--- src/rtl/simon_pkg.sv ---
// Shared types and constants for the Simon tone sequencer: colour codes, FSM states,
// the colour-to-frequency table and the LED one-hot encoding.
package simon_pkg;

  localparam int unsigned CNT_W  = 16;
  localparam int unsigned FREQ_W = 10;

  typedef enum logic [1:0] {
    ColGreen  = 2'd0,
    ColRed    = 2'd1,
    ColYellow = 2'd2,
    ColBlue   = 2'd3
  } color_e;

  typedef enum logic [1:0] {
    StIdle,
    StTone,
    StGap
  } state_e;

  localparam logic [FREQ_W-1:0] FREQ_TABLE [4] = '{10'd415, 10'd310, 10'd252, 10'd209};

  function automatic logic [FREQ_W-1:0] tone_freq(input color_e c);
    return FREQ_TABLE[c];
  endfunction

  function automatic logic [3:0] color_led(input color_e c);
    return 4'b0001 << c;
  endfunction

endpackage

--- src/rtl/simon_tone_sequencer_ms_tick.sv ---
// Millisecond tick generator: counts 0..clk_counter-1 and ticks on the wrap cycle.
module ms_tick
  import simon_pkg::*;
(
  input  logic             i_clk,
  input  logic             i_rst_n,
  input  logic             i_clear,
  input  logic [CNT_W-1:0] i_clk_counter,
  output logic             o_tick
);

  logic [CNT_W-1:0] r_cnt;
  logic [CNT_W-1:0] w_limit;

  assign w_limit = (i_clk_counter == '0) ? CNT_W'(1) : i_clk_counter;
  // >= so a mid-count reduction of clk_counter still wraps on the next cycle
  assign o_tick  = (r_cnt >= w_limit - CNT_W'(1));

  always_ff @(posedge i_clk or negedge i_rst_n) begin
    if (!i_rst_n) begin
      r_cnt <= '0;
    end else if (i_clear || o_tick) begin
      r_cnt <= '0;
    end else begin
      r_cnt <= r_cnt + CNT_W'(1);
    end
  end

endmodule

--- src/rtl/simon_tone_sequencer.sv ---
// Plays the stored Simon colour sequence (or a single feedback tone) as timed tone/gap
// periods, driving the tone generator frequency and the colour LEDs.
module simon_tone_sequencer
  import simon_pkg::*;
#(
  parameter  int unsigned TONE_MS = 420,
  parameter  int unsigned GAP_MS  = 50,
  parameter  int unsigned DEPTH   = 32,
  localparam int unsigned AW      = $clog2(DEPTH)
) (
  input  logic              i_clk,
  input  logic              i_rst_n,
  input  logic [CNT_W-1:0]  i_clk_counter,
  input  logic              i_wr_en,
  input  logic [AW-1:0]     i_wr_addr,
  input  logic [1:0]        i_wr_color,
  input  logic              i_start,
  input  logic [AW:0]       i_seq_len,
  input  logic              i_tone_req,
  input  logic [1:0]        i_tone_color,
  output logic [FREQ_W-1:0] o_frequency,
  output logic [3:0]        o_led,
  output logic              o_busy,
  output logic              o_done
);

  localparam logic [CNT_W-1:0] TONE_LAST = CNT_W'(TONE_MS - 1);
  localparam logic [CNT_W-1:0] GAP_LAST  = CNT_W'(GAP_MS - 1);

  color_e            r_mem [DEPTH];
  state_e            r_state;
  logic [AW-1:0]     r_idx;
  logic [AW:0]       r_len;
  logic              r_single;
  logic [CNT_W-1:0]  r_ms;
  logic [FREQ_W-1:0] r_freq;
  logic [3:0]        r_led;
  logic              r_busy;
  logic              r_done;

  logic              w_tick;
  logic              w_clear;
  logic              w_last;
  logic [AW-1:0]     w_next_idx;
  color_e            w_next_col;
  color_e            w_first_col;
  color_e            w_req_col;

  assign w_clear     = (r_state == StIdle);
  assign w_last      = ({1'b0, r_idx} == r_len - (AW + 1)'(1));
  assign w_next_idx  = r_idx + AW'(1);
  assign w_next_col  = r_mem[w_next_idx];
  assign w_first_col = r_mem[0];
  assign w_req_col   = color_e'(i_tone_color);

  ms_tick u_ms_tick (
    .i_clk         (i_clk),
    .i_rst_n       (i_rst_n),
    .i_clear       (w_clear),
    .i_clk_counter (i_clk_counter),
    .o_tick        (w_tick)
  );

  // Sequence memory is deliberately not reset; the controller owns its contents.
  always_ff @(posedge i_clk) begin
    if (i_wr_en && (r_state == StIdle)) begin
      r_mem[i_wr_addr] <= color_e'(i_wr_color);
    end
  end

  always_ff @(posedge i_clk or negedge i_rst_n) begin
    if (!i_rst_n) begin
      r_state  <= StIdle;
      r_idx    <= '0;
      r_len    <= '0;
      r_single <= 1'b0;
      r_ms     <= '0;
      r_freq   <= '0;
      r_led    <= '0;
      r_busy   <= 1'b0;
      r_done   <= 1'b0;
    end else begin
      r_done <= 1'b0;
      unique case (r_state)
        StIdle: begin
          r_ms <= '0;
          if (i_start) begin
            if (i_seq_len != '0) begin
              r_len    <= i_seq_len;
              r_idx    <= '0;
              r_single <= 1'b0;
              r_freq   <= tone_freq(w_first_col);
              r_led    <= color_led(w_first_col);
              r_busy   <= 1'b1;
              r_state  <= StTone;
            end else begin
              r_done <= 1'b1;
            end
          end else if (i_tone_req) begin
            r_single <= 1'b1;
            r_freq   <= tone_freq(w_req_col);
            r_led    <= color_led(w_req_col);
            r_busy   <= 1'b1;
            r_state  <= StTone;
          end
        end
        StTone: begin
          if (w_tick) begin
            if (r_ms == TONE_LAST) begin
              r_ms    <= '0;
              r_freq  <= '0;
              r_led   <= '0;
              r_state <= StGap;
            end else begin
              r_ms <= r_ms + CNT_W'(1);
            end
          end
        end
        StGap: begin
          if (w_tick) begin
            if (r_ms == GAP_LAST) begin
              r_ms <= '0;
              if (r_single || w_last) begin
                r_busy  <= 1'b0;
                r_done  <= 1'b1;
                r_state <= StIdle;
              end else begin
                r_idx   <= w_next_idx;
                r_freq  <= tone_freq(w_next_col);
                r_led   <= color_led(w_next_col);
                r_state <= StTone;
              end
            end else begin
              r_ms <= r_ms + CNT_W'(1);
            end
          end
        end
        default: r_state <= StIdle;
      endcase
    end
  end

  assign o_frequency = r_freq;
  assign o_led       = r_led;
  assign o_busy      = r_busy;
  assign o_done      = r_done;

endmodule

--- config.mk ---
export PLATFORM = sky130hd
export DESIGN_NAME = simon_tone_sequencer
export DESIGN_NICKNAME = d
export VERILOG_FILES = /design/src/rtl/simon_pkg.sv /design/src/rtl/simon_tone_sequencer_ms_tick.sv /design/src/rtl/simon_tone_sequencer.sv
export SDC_FILE = /design/constraint.sdc
export NUM_CORES = 1
export LEC_CHECK = 0
export BUFFER_PORTS_ARGS = -buffer_cell sky130_fd_sc_hd__buf_2
export CAP_MARGIN = 10
export CELL_PAD_IN_SITES_DETAIL_PLACEMENT = 1
export CELL_PAD_IN_SITES_GLOBAL_PLACEMENT = 1
export CORE_UTILIZATION = 54
export CTS_BUF_LIST = sky130_fd_sc_hd__clkbuf_4 sky130_fd_sc_hd__clkbuf_8
export CTS_CLUSTER_DIAMETER = 60
export DETAILED_ROUTE_END_ITERATION = 6
export PLACE_DENSITY = 0.87
export SKIP_CTS_REPAIR_TIMING = 1
export SYNTH_ARGS = -nofsm -noshare
export SYNTH_HDL_FRONTEND = slang
export SYNTH_SLANG_ARGS = --single-unit
--- constraint.sdc ---
create_clock -name i_clk -period 5.45 [get_ports i_clk]
set_clock_uncertainty 0.05 [all_clocks]
set_input_delay 0.2725 -clock i_clk [delete_from_list [all_inputs] [get_ports i_clk]]
set_output_delay 0.2725 -clock i_clk [all_outputs]
set_load 0.01 [all_outputs]
==> out/metrics.sh <==
CRIT_FANOUT=23
CLK_TRANSITION_REPORTED_PATHS_NS=0.08
SLOWEST_DELAY_NS=0.61
TIMING.FINAL.HOLD_VIOLATIONS=0
GROUTE.USAGE.OVERALL=0.2694
YS_SEQ_ELEMENTS=124
TOP_AREA_CELL_TYPE_SHARE_OF_THE_NETLIST_AREA=0.2768
WORST_SETUP_PATH_START_KIND='input pin'
ASYNC_RESET_FF_FRAC=0.4839
FINISH.CELL_COUNT_WITHOUT_FILLERS=848
GRT_FIRST_PASS_WIRELENGTH_MM=26.80
CTS.ROOT.BUFFER_CELL='clkbuf_8'
ARRIVAL_NS=4.71
STATIC-LEAKAGE-POWER_nW=3.135
FINALWORSTPATHREQUIREDPERIOD_NS=4.370
POST_SYNTH_INST_COUNT=615
YS_TOP_CELLS_BY_COUNT='nor2_1 (82), edfxtp_1 (64), dfrtp_1 (60)'
DIE-WIDTH_UM=115.4
CTSHTREEMAXLEVEL=4
MAXSLEWVIOLCOUNT=0
FP-ROW-COUNT=41
SYNTH_MOST_COMMON_CELL='nor2_1'
NUMBER_OF_GLOBAL_ROUTE_VIAS_BEFORE_REPAIR=5358
DETAIL_ROUTE.WIRELENGTH_MM=16.24
MAX_SLEW.WORST_PIN.SLEW_NS=0.9303
TOP_LEVEL_PORTS=52
CLK-INSERTION-DELAY-LATE_NS=0.45
SYNTHESIS.NETS=690
SYNTHDOMINANTAREACELLTYPE='edfxtp_1'
INSERTEDDIODECOUNT=0
PATH_CLASS='input pin to flip-flop'
RESULT_OF_THE_RUN='finished, final reports clean'
INITIAL_ANTENNA_VIOLATION_COUNT=0
WORSTSETUPENDPOINTTYPE='flip-flop'
YOSYS-TOP-CELLS-AREA='edfxtp_1 (28%), dfrtp_1 (22%), ha_1 (7.0%)'
SYNTH_SEQUENTIAL_AREA_RATIO=0.4930
UNREPAIRED_SETUP_ENDPOINTS_AFTER_GLOBAL_ROUTING='no'
MULTI_INPUT_AREA_UM2=3301
DETAIL_ROUTE.DRC_VIOLATIONS=0
PERIOD_UTILIZATION=0.8018
LAYOUT.AREA.SEQ_UM2=3423
ROUTE.VIAS.TOTAL=4964
WORST_EP_REQUIRED_TIME_NS=5.79
CRITICAL_PATH.CELL_CHAIN='buf_2, or4_1, nor3b_1, and2_1, a21oi_1, ha_1, nor3b_1, nand3_1, nor4_1, xnor2_1, ha_1, nand2_1, nor4_2, o311ai_1, nand3_1, o2111ai_2, a2111oi_1, a22o_1'
FP.DIEAREA_UM2=13320
PLACEABLECOREAREA_UM2=12570
SLOWEST_STAGE_CELL_CP='a2111oi_1'
YOSYSWARNINGCOUNT=0
GRT_REMAINING_OVERFLOW=0
AVGSYNTHCELLAREA_UM2=11.29
FIN_TNS_SETUP_NS=0
INITIAL_CORE_UTIL=0.5525
AREA_DELTA_SYNTH_FINAL_PCT=11.41
FIRST_PASS_DRT_ITERATIONS=4
CTS_MADE_BUFFERS=17
FILLER_CELL_COUNT=1331
IO_BUFFER_COUNT=50
RELATIVE_SLEW_SLACK=0.3798
FINAL_LAYOUT_SIZE_SUFFIX_GT1_FRAC=0.1849
SYNTHESIS.AREA_UM2=6944
HOLDCRITPATHCLASS='input pin to flip-flop'
POSTPLACECELLAREA_UM2=7295
POWER_PER_CELL_AREA_nW_PER_UM2=365.5
YS_DOMINANT_REG_CELL='edfxtp_1'
FMAX_MHz=228.9
FINAL_NET_COUNT=739
CTS_NUM_SINKS=124
CTS_TREE='built'
PIN_COUNT_OF_THE_BIGGEST_NET_ENTERING_GLOBAL_ROUTING=61
DRT_ITER0_DRC=239
ROUTE.ANTENNA.REMAINING_NETS=0
CTS.PATH.MAX_BUFFERS=2
FP.DIEH_UM=115.4
YOSYS.CELL_TYPES.COUNT=78
MAX_CAP_VIOLS=0
SYNTH_EDF_COUNT=64
WORSTPATHBUFFERINVERTERCOUNT=1
TIMING.FINAL.SETUP_VIOLATIONS=0
DRT-VIAS-PER-INSTANCE=5.854
CRITICAL_PATH.TOP_DELAY_FAMILY='simple AND/OR/NAND/NOR gates'
DP_CELLS=816
STDCELL_AREA_UM2=7736
IR_WORST_VDD_uV=224.7
WL_PER_CELL_UM=19.15
GLOBALPLACE.CONGESTION=0.8835
DETAILEDPLACEMENTHPWL_MM=11.81
path summary, 6_finish.rpt:
kind	from	cells past startpoint	slack (ns)	end
max in group asynchronous	i_rst_n	3	4.32	r_ms[7]$_DFFE_PN0P_
hold / removal	i_seq_len[0]	3	0.02	r_len[0]$_DFFE_PN0P_
setup reg to reg	r_idx[0]$_DFFE_PN0P_	12	1.92	o_frequency[3]$_DFFE_PN0P_
setup / recovery	i_clk_counter[11]	18	1.08	o_led[3]$_DFFE_PN0P_
min in group asynchronous	i_rst_n	3	0.46	u_ms_tick.r_cnt[2]$_DFF_PN0_
hold reg to reg	o_frequency[2]$_DFFE_PN0P_	2	0.43	o_frequency[2]$_DFFE_PN0P_
cells in the final DEF, fill, tap and decap left out, types with 12 or more instances in the layout:
master	n
xnor2_1	17
nand3_1	22
xor2_1	18
nand2_1	50
clkbuf_8	17
a21oi_1	25
mux4_2	12
buf_2	50
dfrtp_1	60
edfxtp_1	64
o21ai_0	30
mux2i_1	12
inv_1	22
nor2_1	82
ha_1	39
nor3_1	12
worst register-to-register path, cell delays in order, from the launching register on:
cell and delay (ns):
dfrtp_1 0.37, buf_4 0.25, ha_1 0.85, mux4_2 0.44, mux2i_1 0.24, mux2i_1 0.17, mux2i_4 0.30, inv_1 0.12
ha_1 0.21, nor2_1 0.10, nor2_1 0.06, a21oi_1 0.14, o21ai_0 0.09
power breakdown:
part | internal [mW] | switching, mW
combinational | 0.271 | 0.516
sequential | 1.08 | 0.0858
clock | 0.496 | 0.382
total | 1.84 | 0.984
flip-flops by register name (all words and copies together) (netlist names):
name / cells
o_done: 1
r_state: 2
u_ms_tick.r_cnt: 16
r_idx: 5
r_ms: 16
o_frequency: 8
r_single: 1
r_mem: 64
o_led: 4
r_len: 6
o_busy: 1
cell type report:
class | instances | share of cell area
clock buffer | 17 | 0.03024
clock inverter | 14 | 0.02555
inverter | 24 | 0.01164
multi-input combinational | 444 | 0.4267
sequential | 124 | 0.4425
tap | 172 | 0.02782
timing repair buffer | 53 | 0.03558
cells by family after synthesis:
logic type	synth area share
compound gates	0.1009
xor+xnor	0.05045
fa+ha+maj	0.07027
buf+inv	0.03171
flops	0.4930
mux	0.08595
other cells	0.0005400
simple gates	0.1672
per-stage QoR:
stage	worst slack (ns)	total power, mW	utilization	hold WS, ns
2_1_floorplan	1.620	1.734	-	-0.07309
3_3_place_gp	0.9140	1.914	0.5804	0.4209
3_5_place_dp	0.6398	1.964	0.5804	0.4226
4_1_cts	1.084	2.845	0.6147	-0.04796
5_1_grt	0.7034	2.985	0.6155	0.01068
6_report	1.080	2.827	0.6155	0.01792
layer usage:
metal  routed length (µm)  track usage  share of wire
met5                    0            0              0
met4                  368       0.1160          0.023
met3                  540      0.05377          0.033
met2                 8836       0.4886           0.54
met1                 6489       0.3077           0.40
Note: power is estimated with default switching activity, not from simulation.
